$ cat config.mk
export PLATFORM = sky130hd
export DESIGN_NAME = aes_stream_seq_flat
export DESIGN_NICKNAME = d
export VERILOG_FILES = /design/src/rtl/aes_stream_seq_if.sv /design/src/rtl/aes_stream_seq.sv /design/src/flat_wrapper.sv
export SDC_FILE = /design/constraint.sdc
export NUM_CORES = 1
export LEC_CHECK = 0
export CELL_PAD_IN_SITES_DETAIL_PLACEMENT = 1
export CELL_PAD_IN_SITES_GLOBAL_PLACEMENT = 1
export CORE_MARGIN = 2
export CORE_UTILIZATION = 32
export CTS_BUF_LIST = sky130_fd_sc_hd__clkbuf_16
export DETAILED_ROUTE_END_ITERATION = 10
export PLACE_DENSITY = 0.85
export SETUP_SLACK_MARGIN = 0.02
export SYNTH_ARGS = -nofsm -noshare
export SYNTH_HDL_FRONTEND = slang
export SYNTH_SLANG_ARGS = --single-unit
$ cat constraint.sdc
create_clock -name aclk -period 2.3 [get_ports aclk]
set_input_delay 0.69 -clock aclk [delete_from_list [all_inputs] [get_ports aclk]]
set_output_delay 0.69 -clock aclk [all_outputs]
set_load 0.01 [all_outputs]
$ cat src/rtl/aes_stream_seq_if.sv
// 32-bit AXI4-Stream style link used on both sides of aes_stream_seq.
// The master drives data/valid/last, the slave answers with ready.
interface aes_stream_seq_if #(
    parameter int WORD_W = 32
);
    logic [WORD_W-1:0] tdata;
    logic              tvalid;
    logic              tready;
    logic              tlast;

    modport master (output tdata, output tvalid, output tlast, input tready);
    modport slave  (input tdata, input tvalid, input tlast, output tready);
endinterface

$ cat src/rtl/aes_stream_seq.sv
// aes_stream_seq: sequencer between a 32-bit stream pair and an iterative
// AES-128 encrypt core. Collects 4 plaintext words and 4 key words, strobes
// the key, starts the core, waits for done (with watchdog) and streams the
// 4 ciphertext words back out with tlast on the final word.
// Optional feature macro: AES_SEQ_KEY_REUSE_EN -- tlast on the 4th plaintext
// word re-encrypts with the key already held by the core (no key strobe).
module aes_stream_seq #(
    parameter int WORD_W    = 32,
    parameter int BLK_W     = 128,
    parameter int TIMEOUT_W = 8
) (
    input  logic                 aclk,
    input  logic                 aresetn,
    aes_stream_seq_if.slave      s_axis,
    aes_stream_seq_if.master     m_axis,
    output logic [BLK_W-1:0]     aes_plaintext,
    output logic [BLK_W-1:0]     aes_key,
    output logic                 aes_key_strobe,
    output logic                 en,
    input  logic                 aes_done,
    input  logic [BLK_W-1:0]     aes_ciphertext,
    output logic                 err
);

    localparam int NWORDS = BLK_W / WORD_W;

    localparam logic [2:0] LOAD_PT  = 3'd0;
    localparam logic [2:0] LOAD_KEY = 3'd1;
    localparam logic [2:0] START    = 3'd2;
    localparam logic [2:0] WAIT     = 3'd3;
    localparam logic [2:0] SEND     = 3'd4;

    logic [2:0]                    state_q, state_d;
    logic [1:0]                    cnt_q, cnt_d;
    // Word k lives in element (3-k) so word 0 lands in the top 32 bits.
    logic [NWORDS-1:0][WORD_W-1:0] pt_q, pt_d;
    logic [NWORDS-1:0][WORD_W-1:0] key_q, key_d;
    logic [NWORDS-1:0][WORD_W-1:0] ct_q, ct_d;
    logic [TIMEOUT_W-1:0]          wdog_q, wdog_d;
    logic                          tready_q, tready_d;
    logic                          err_q, err_d;
    logic                          s_hs, m_hs, fault;
`ifdef AES_SEQ_KEY_REUSE_EN
    logic                          reuse_q, reuse_d;
    logic                          key_loaded_q, key_loaded_d;
`endif

    assign s_hs = s_axis.tvalid && tready_q;
    assign m_hs = (state_q == SEND) && m_axis.tready;

    // Next-state, word capture and watchdog logic for the frame sequencer.
    always_comb begin
        state_d = state_q;
        cnt_d   = cnt_q;
        pt_d    = pt_q;
        key_d   = key_q;
        ct_d    = ct_q;
        wdog_d  = wdog_q;
        err_d   = 1'b0;
        fault   = 1'b0;
`ifdef AES_SEQ_KEY_REUSE_EN
        reuse_d      = reuse_q;
        key_loaded_d = key_loaded_q;
`endif
        case (state_q)
            LOAD_PT: begin
                if (s_hs) begin
                    if (s_axis.tlast) begin
`ifdef AES_SEQ_KEY_REUSE_EN
                        if (cnt_q == 2'd3 && key_loaded_q) begin
                            pt_d[~cnt_q] = s_axis.tdata;
                            cnt_d        = 2'd0;
                            reuse_d      = 1'b1;
                            state_d      = START;
                        end else begin
                            fault = 1'b1;
                        end
`else
                        fault = 1'b1;
`endif
                    end else begin
                        pt_d[~cnt_q] = s_axis.tdata;
                        cnt_d        = cnt_q + 2'd1;
                        if (cnt_q == 2'd3) begin
                            state_d = LOAD_KEY;
                        end
                    end
                end
            end
            LOAD_KEY: begin
                if (s_hs) begin
                    if (cnt_q == 2'd3) begin
                        if (s_axis.tlast) begin
                            key_d[~cnt_q] = s_axis.tdata;
                            cnt_d         = 2'd0;
                            state_d       = START;
`ifdef AES_SEQ_KEY_REUSE_EN
                            reuse_d       = 1'b0;
`endif
                        end else begin
                            fault = 1'b1;
                        end
                    end else if (s_axis.tlast) begin
                        fault = 1'b1;
                    end else begin
                        key_d[~cnt_q] = s_axis.tdata;
                        cnt_d         = cnt_q + 2'd1;
                    end
                end
            end
            START: begin
                wdog_d  = '0;
                state_d = WAIT;
`ifdef AES_SEQ_KEY_REUSE_EN
                key_loaded_d = 1'b1;
`endif
            end
            WAIT: begin
                wdog_d = wdog_q + TIMEOUT_W'(1);
                if (aes_done) begin
                    ct_d    = aes_ciphertext;
                    cnt_d   = 2'd0;
                    state_d = SEND;
                end else if (wdog_d == '1) begin
                    fault = 1'b1;
                end
            end
            SEND: begin
                if (m_hs) begin
                    cnt_d = cnt_q + 2'd1;
                    if (cnt_q == 2'd3) begin
                        state_d = LOAD_PT;
                    end
                end
            end
            default: begin
                state_d = LOAD_PT;
                cnt_d   = 2'd0;
            end
        endcase
        // Framing errors and watchdog expiry abandon the frame.
        if (fault) begin
            err_d   = 1'b1;
            cnt_d   = 2'd0;
            state_d = LOAD_PT;
        end
        tready_d = (state_d == LOAD_PT) || (state_d == LOAD_KEY);
    end

    // State registers; reset clears data too so every output reads 0.
    always_ff @(posedge aclk) begin
        if (!aresetn) begin
            state_q  <= LOAD_PT;
            cnt_q    <= 2'd0;
            pt_q     <= '0;
            key_q    <= '0;
            ct_q     <= '0;
            wdog_q   <= '0;
            tready_q <= 1'b0;
            err_q    <= 1'b0;
`ifdef AES_SEQ_KEY_REUSE_EN
            reuse_q      <= 1'b0;
            key_loaded_q <= 1'b0;
`endif
        end else begin
            state_q  <= state_d;
            cnt_q    <= cnt_d;
            pt_q     <= pt_d;
            key_q    <= key_d;
            ct_q     <= ct_d;
            wdog_q   <= wdog_d;
            tready_q <= tready_d;
            err_q    <= err_d;
`ifdef AES_SEQ_KEY_REUSE_EN
            reuse_q      <= reuse_d;
            key_loaded_q <= key_loaded_d;
`endif
        end
    end

    assign s_axis.tready = tready_q;
    assign m_axis.tvalid = (state_q == SEND);
    assign m_axis.tdata  = (state_q == SEND) ? ct_q[~cnt_q] : '0;
    assign m_axis.tlast  = (state_q == SEND) && (cnt_q == 2'd3);
    assign aes_plaintext = pt_q;
    assign aes_key       = key_q;
    assign en            = (state_q == START);
`ifdef AES_SEQ_KEY_REUSE_EN
    assign aes_key_strobe = (state_q == START) && !reuse_q;
`else
    assign aes_key_strobe = (state_q == START);
`endif
    assign err = err_q;

endmodule
$ cat src/flat_wrapper.sv
// flat-port wrapper written by rule: the top's interface ports become plain ports
module aes_stream_seq_flat 
#(
    parameter int WORD_W    = 32,
    parameter int BLK_W     = 128,
    parameter int TIMEOUT_W = 8
)
  (aclk, aresetn, aes_plaintext, aes_key, aes_key_strobe, en, aes_done, aes_ciphertext, err, s_axis_tdata, s_axis_tvalid, s_axis_tlast, s_axis_tready, m_axis_tdata, m_axis_tvalid, m_axis_tlast, m_axis_tready);
  aes_stream_seq_if #(.WORD_W(WORD_W)) s_axis_i ();
  aes_stream_seq_if #(.WORD_W(WORD_W)) m_axis_i ();
  input  logic aclk;
  input  logic aresetn;
  output logic [BLK_W-1:0] aes_plaintext;
  output logic [BLK_W-1:0] aes_key;
  output logic aes_key_strobe;
  output logic en;
  input  logic aes_done;
  input  logic [BLK_W-1:0] aes_ciphertext;
  output logic err;
  input wire logic [$bits(s_axis_i.tdata)-1:0] s_axis_tdata;
  input wire logic [$bits(s_axis_i.tvalid)-1:0] s_axis_tvalid;
  input wire logic [$bits(s_axis_i.tlast)-1:0] s_axis_tlast;
  output wire logic [$bits(s_axis_i.tready)-1:0] s_axis_tready;
  output wire logic [$bits(m_axis_i.tdata)-1:0] m_axis_tdata;
  output wire logic [$bits(m_axis_i.tvalid)-1:0] m_axis_tvalid;
  output wire logic [$bits(m_axis_i.tlast)-1:0] m_axis_tlast;
  input wire logic [$bits(m_axis_i.tready)-1:0] m_axis_tready;
  assign s_axis_i.tdata = s_axis_tdata;
  assign s_axis_i.tvalid = s_axis_tvalid;
  assign s_axis_i.tlast = s_axis_tlast;
  assign s_axis_tready = s_axis_i.tready;
  assign m_axis_tdata = m_axis_i.tdata;
  assign m_axis_tvalid = m_axis_i.tvalid;
  assign m_axis_tlast = m_axis_i.tlast;
  assign m_axis_i.tready = m_axis_tready;
  aes_stream_seq #(.WORD_W(WORD_W), .BLK_W(BLK_W), .TIMEOUT_W(TIMEOUT_W)) u_core (.aclk(aclk), .aresetn(aresetn), .s_axis(s_axis_i), .m_axis(m_axis_i), .aes_plaintext(aes_plaintext), .aes_key(aes_key), .aes_key_strobe(aes_key_strobe), .en(en), .aes_done(aes_done), .aes_ciphertext(aes_ciphertext), .err(err));
endmodule
==> out/summary.txt <==
first-pass GRT wire length: 93330 um
Fin. Hold Viols: 0
Reg clk slew, reported paths: 0.06 ns
syn_area_per_cell: 8.590 sq um
Final nets: 2501
Syn Inst Count: 1919
post-synth cell types: 42
Initial Util: 32.26%
minimum clock period after layout: 2.700 ns
FMAX: 370.4 MHz
skew final: 0.01905 ns
Via Count: 15.22k
CTS HTree Levels: 2
total grt overflow: 0
# Max-Cap Violations: 0
DR iter-0 viols: 739
GP Congestion: 0.8037
combinational share of power: 5.9%
clock buffer depth: 3
Skew-Pair Late Insertion Delay: 0.58 ns
Finished Core Util: 46.04%
failing checks: negative setup slack
Main synth FF type: dfxtp_1
fraction of registers with async set or reset after synthesis: 0%
register bit total from synthesis: 399
P_sw: 3.396 mW
Clk network pwr share: 45.9%
# port buffers: 459
Die Width: 231.0 um
Crit path top cell by count: buf_12
Clock Tree Root: clkbuf_16
core area: 51090 sq um
final antenna-violating net count: 0
die area: 53340 sq um
hold_buf cts: 0
Area Growth Syn to Fin: 42.70%
DP HPWL: 43520 um
CP Data Required Time: 1.61 ns
VDD IR max: 0.4604 mV
Setup WS pre-CTS: -0.3140 ns
DR WL/cell: 20.44 um
share of cells above drive strength 1: 11.02%
crit-path cells: buf_12, buf_12, mux4_2, and2_1, buf_2
sw frac: 23.55%
Leakage: 7.957 nW
critical path endpoint category: primary output
yosys warns: 0
Via density: 4.990
drt total wl: 62350 um
initial antenna violation count: 11
First-pass DRT Iterations: 4
Hold WS: 0.4519 ns
Total Routing Usage GR: 22.59%
Flop pwr share: 48.2%
RSZ-0062 raised after global routing: yes
Crit-path slowest cell: mux4_2
Synth Cell Area: 16480 sq um
Rel. slew slack: 59.83%
number of global-route vias before repair: 16.09k
DRC viols: 0
Critical path buffers and inverters: 3
final setup fails: 32
internal power: 11.02 mW
Slew Limit Fails: 0
Max Fanout on Critical Path: 7
CTS tree: done
TritonCTS Sinks: 399
cell family with most CP delay: multiplexers
Rows: 83
Mapped Nets: 2091
Post-synth EDFFs: 0
status: finished, violations left
post-route setup slack: -0.4000 ns
Setup Crit Path Kind: register to primary output
Worst Max-Slew Pin Slew: 0.6025 ns
Hold WC Path Type: register to register
cell area power density: 613.0 nW/um^2
CTS buffer count: 44
Worst Path Arrival: 2.01 ns
CP Launch Type: register
I/O pins: 460
largest net degree at the start of global routing: 153
Die Y: 231.0 um
Seq/Total Area, Yosys: 48.46%
slowest cell delay on critical path: 0.51 ns
final worst-path cycle share: 117.4%
[power by group through the flow]
stage          registers (mW)  clock network [mW]  logic, mW
2_1_floorplan            7.11                   0      0.332
3_3_place_gp             7.10                   0      0.807
3_5_place_dp             7.11                   0      0.816
4_1_cts                  6.95                6.77      0.852
5_1_grt                  6.95                7.08      0.888
6_report                 6.95                6.62      0.844
[routing by layer]
| layer | part of all wire (%) | up-vias | track usage [%] | routed length, um |
|---|---|---|---|---|
| met1 | 40 | 7478 | 25.70 | 24930 |
| met3 | 5.1 | 173 | 4.323 | 3161 |
| li1 | - | 7065 | - | - |
| met5 | 0.043 | - | 0 | 27 |
| met4 | 5.2 | 4 | 12.48 | 3273 |
| met2 | 50 | 498 | 39.72 | 30960 |
[stage by stage]
| step | area [sq um] | instances | setup TNS (ns) | power [mW] |
|---|---|---|---|---|
| after floorplan | 16480 | 1919 | -0.5572 | 7.445 |
| after global placement | 21910 | 2955 | -35.31 | 7.910 |
| after detailed placement | 21910 | 2955 | -52.98 | 7.922 |
| after CTS | 23430 | 3039 | -12.54 | 14.57 |
| after global routing | 23520 | 3049 | -13.11 | 14.91 |
| final | 23520 | 3050 | -10.42 | 14.42 |
[path summary, 6_finish.rpt]
check / endpoint / slack [ns] / cells past startpoint / from
max: m_axis_tdata[23] / -0.40 / 5 / u_core.cnt_q[0]
min reg2reg: u_core.aes_plaintext[103] / 0.45 / 2 / u_core.aes_plaintext[103]
min: u_core.aes_plaintext[103] / 0.45 / 2 / u_core.aes_plaintext[103]
max reg2reg: u_core.aes_key[82] / 0.10 / 10 / u_core.cnt_q[0]
[cells in the mapped netlist, types with 2 or more instances]
library cell  number  area, sq um
nand4_1            4        25.02
xnor2_1            3        26.28
o21a_1             2        15.01
mux4_2            32        720.7
a21boi_1         136         1021
nor2b_1            9        56.30
and4_1             2        17.52
buf_4             35        262.8
clkbuf_1          83        311.6
a21oi_1           10        50.05
ha_1               6        75.07
o21ai_0            2        10.01
a21o_1             6        45.04
nand3b_1           4        30.03
nor2_1             5        18.77
nor3_1             6        30.03
buf_6             21        236.5
inv_1              6        22.52
buf_2             38        190.2
and2_1            43        269.0
a21boi_0         253         1899
nor3b_1            2        15.01
nand2_1          787         2954
dfxtp_1          399         7988
nand3_1            6        30.03
buf_1              2        7.510
a21bo_2            2        20.02
[tightest hold or removal path: stages, from the launching register on]
cell	delay (ns)
dfxtp_1	0.31
nand2_1	0.05
a21boi_1	0.05
[state kept, by name, indices dropped and copies added, names as in the netlist]
signal and flops:
u_core.wdog_q 8, u_core.aes_plaintext 128, u_core.cnt_q 2, u_core.s_axis.tready 1
u_core.err 1, u_core.ct_q 128, u_core.state_q 3, u_core.aes_key 128
[layout make-up]
| cell class | count | area, sq um |
|---|---|---|
| fillers | 5878 | 27570 |
| well taps | 680 | 850.8 |
| diodes | 10 | 25.02 |
| clock inverters | 33 | 215.2 |
| inverters | 6 | 25.02 |
| clock buffers | 44 | 1101 |
| repair buffers | 543 | 5705 |
| flip-flops and latches | 399 | 7996 |
| multi-input cells | 1335 | 7602 |
[cell families (layout without fill, tap and decap cells)]
family	count (synthesis)	after routing	synth area share (%)
other cells	0	10	0
compound gates	418	418	18.92
buf+inv	185	626	6.255
mux	33	33	4.433
xor+xnor	3	3	0.1594
flops	399	399	48.46
fa+ha+maj	6	6	0.4554
simple gates	875	875	21.31
[cells in the final DEF (no fill, tap or decap), types with 3 or more instances in the layout]
master,synthesis,routed
nand3b_1,4,4
and2_1,43,12
ha_1,6,5
buf_4,35,43
clkinvlp_4,0,4
buf_6,21,35
diode_2,0,10
buf_2,38,7
a21oi_1,10,10
nor2_1,5,3
clkinv_1,0,11
nand3_1,6,5
clkinv_2,0,5
inv_1,6,12
a21boi_1,136,138
dlymetal6s2s_1,0,4
nand2_1,787,787
a21o_1,6,6
mux4_2,32,32
clkbuf_16,0,45
xnor2_1,3,3
nor2b_1,9,9
nand4_1,4,4
buf_12,0,32
a21boi_0,253,249
and2_4,0,30
dfxtp_1,399,396
clkdlybuf4s50_1,0,416
nor3_1,6,6
[timing repair]
item / 4_1_cts / 5_1_grt
hold endpoints to repair: 0 / 0
gates cloned: 2 / 2
resized for setup: 219 / 26
pin swaps: 33 / 0
buffers inserted: 6 / 2
setup endpoints to repair: 103 / 71
Power figures use the tool's default switching activity.
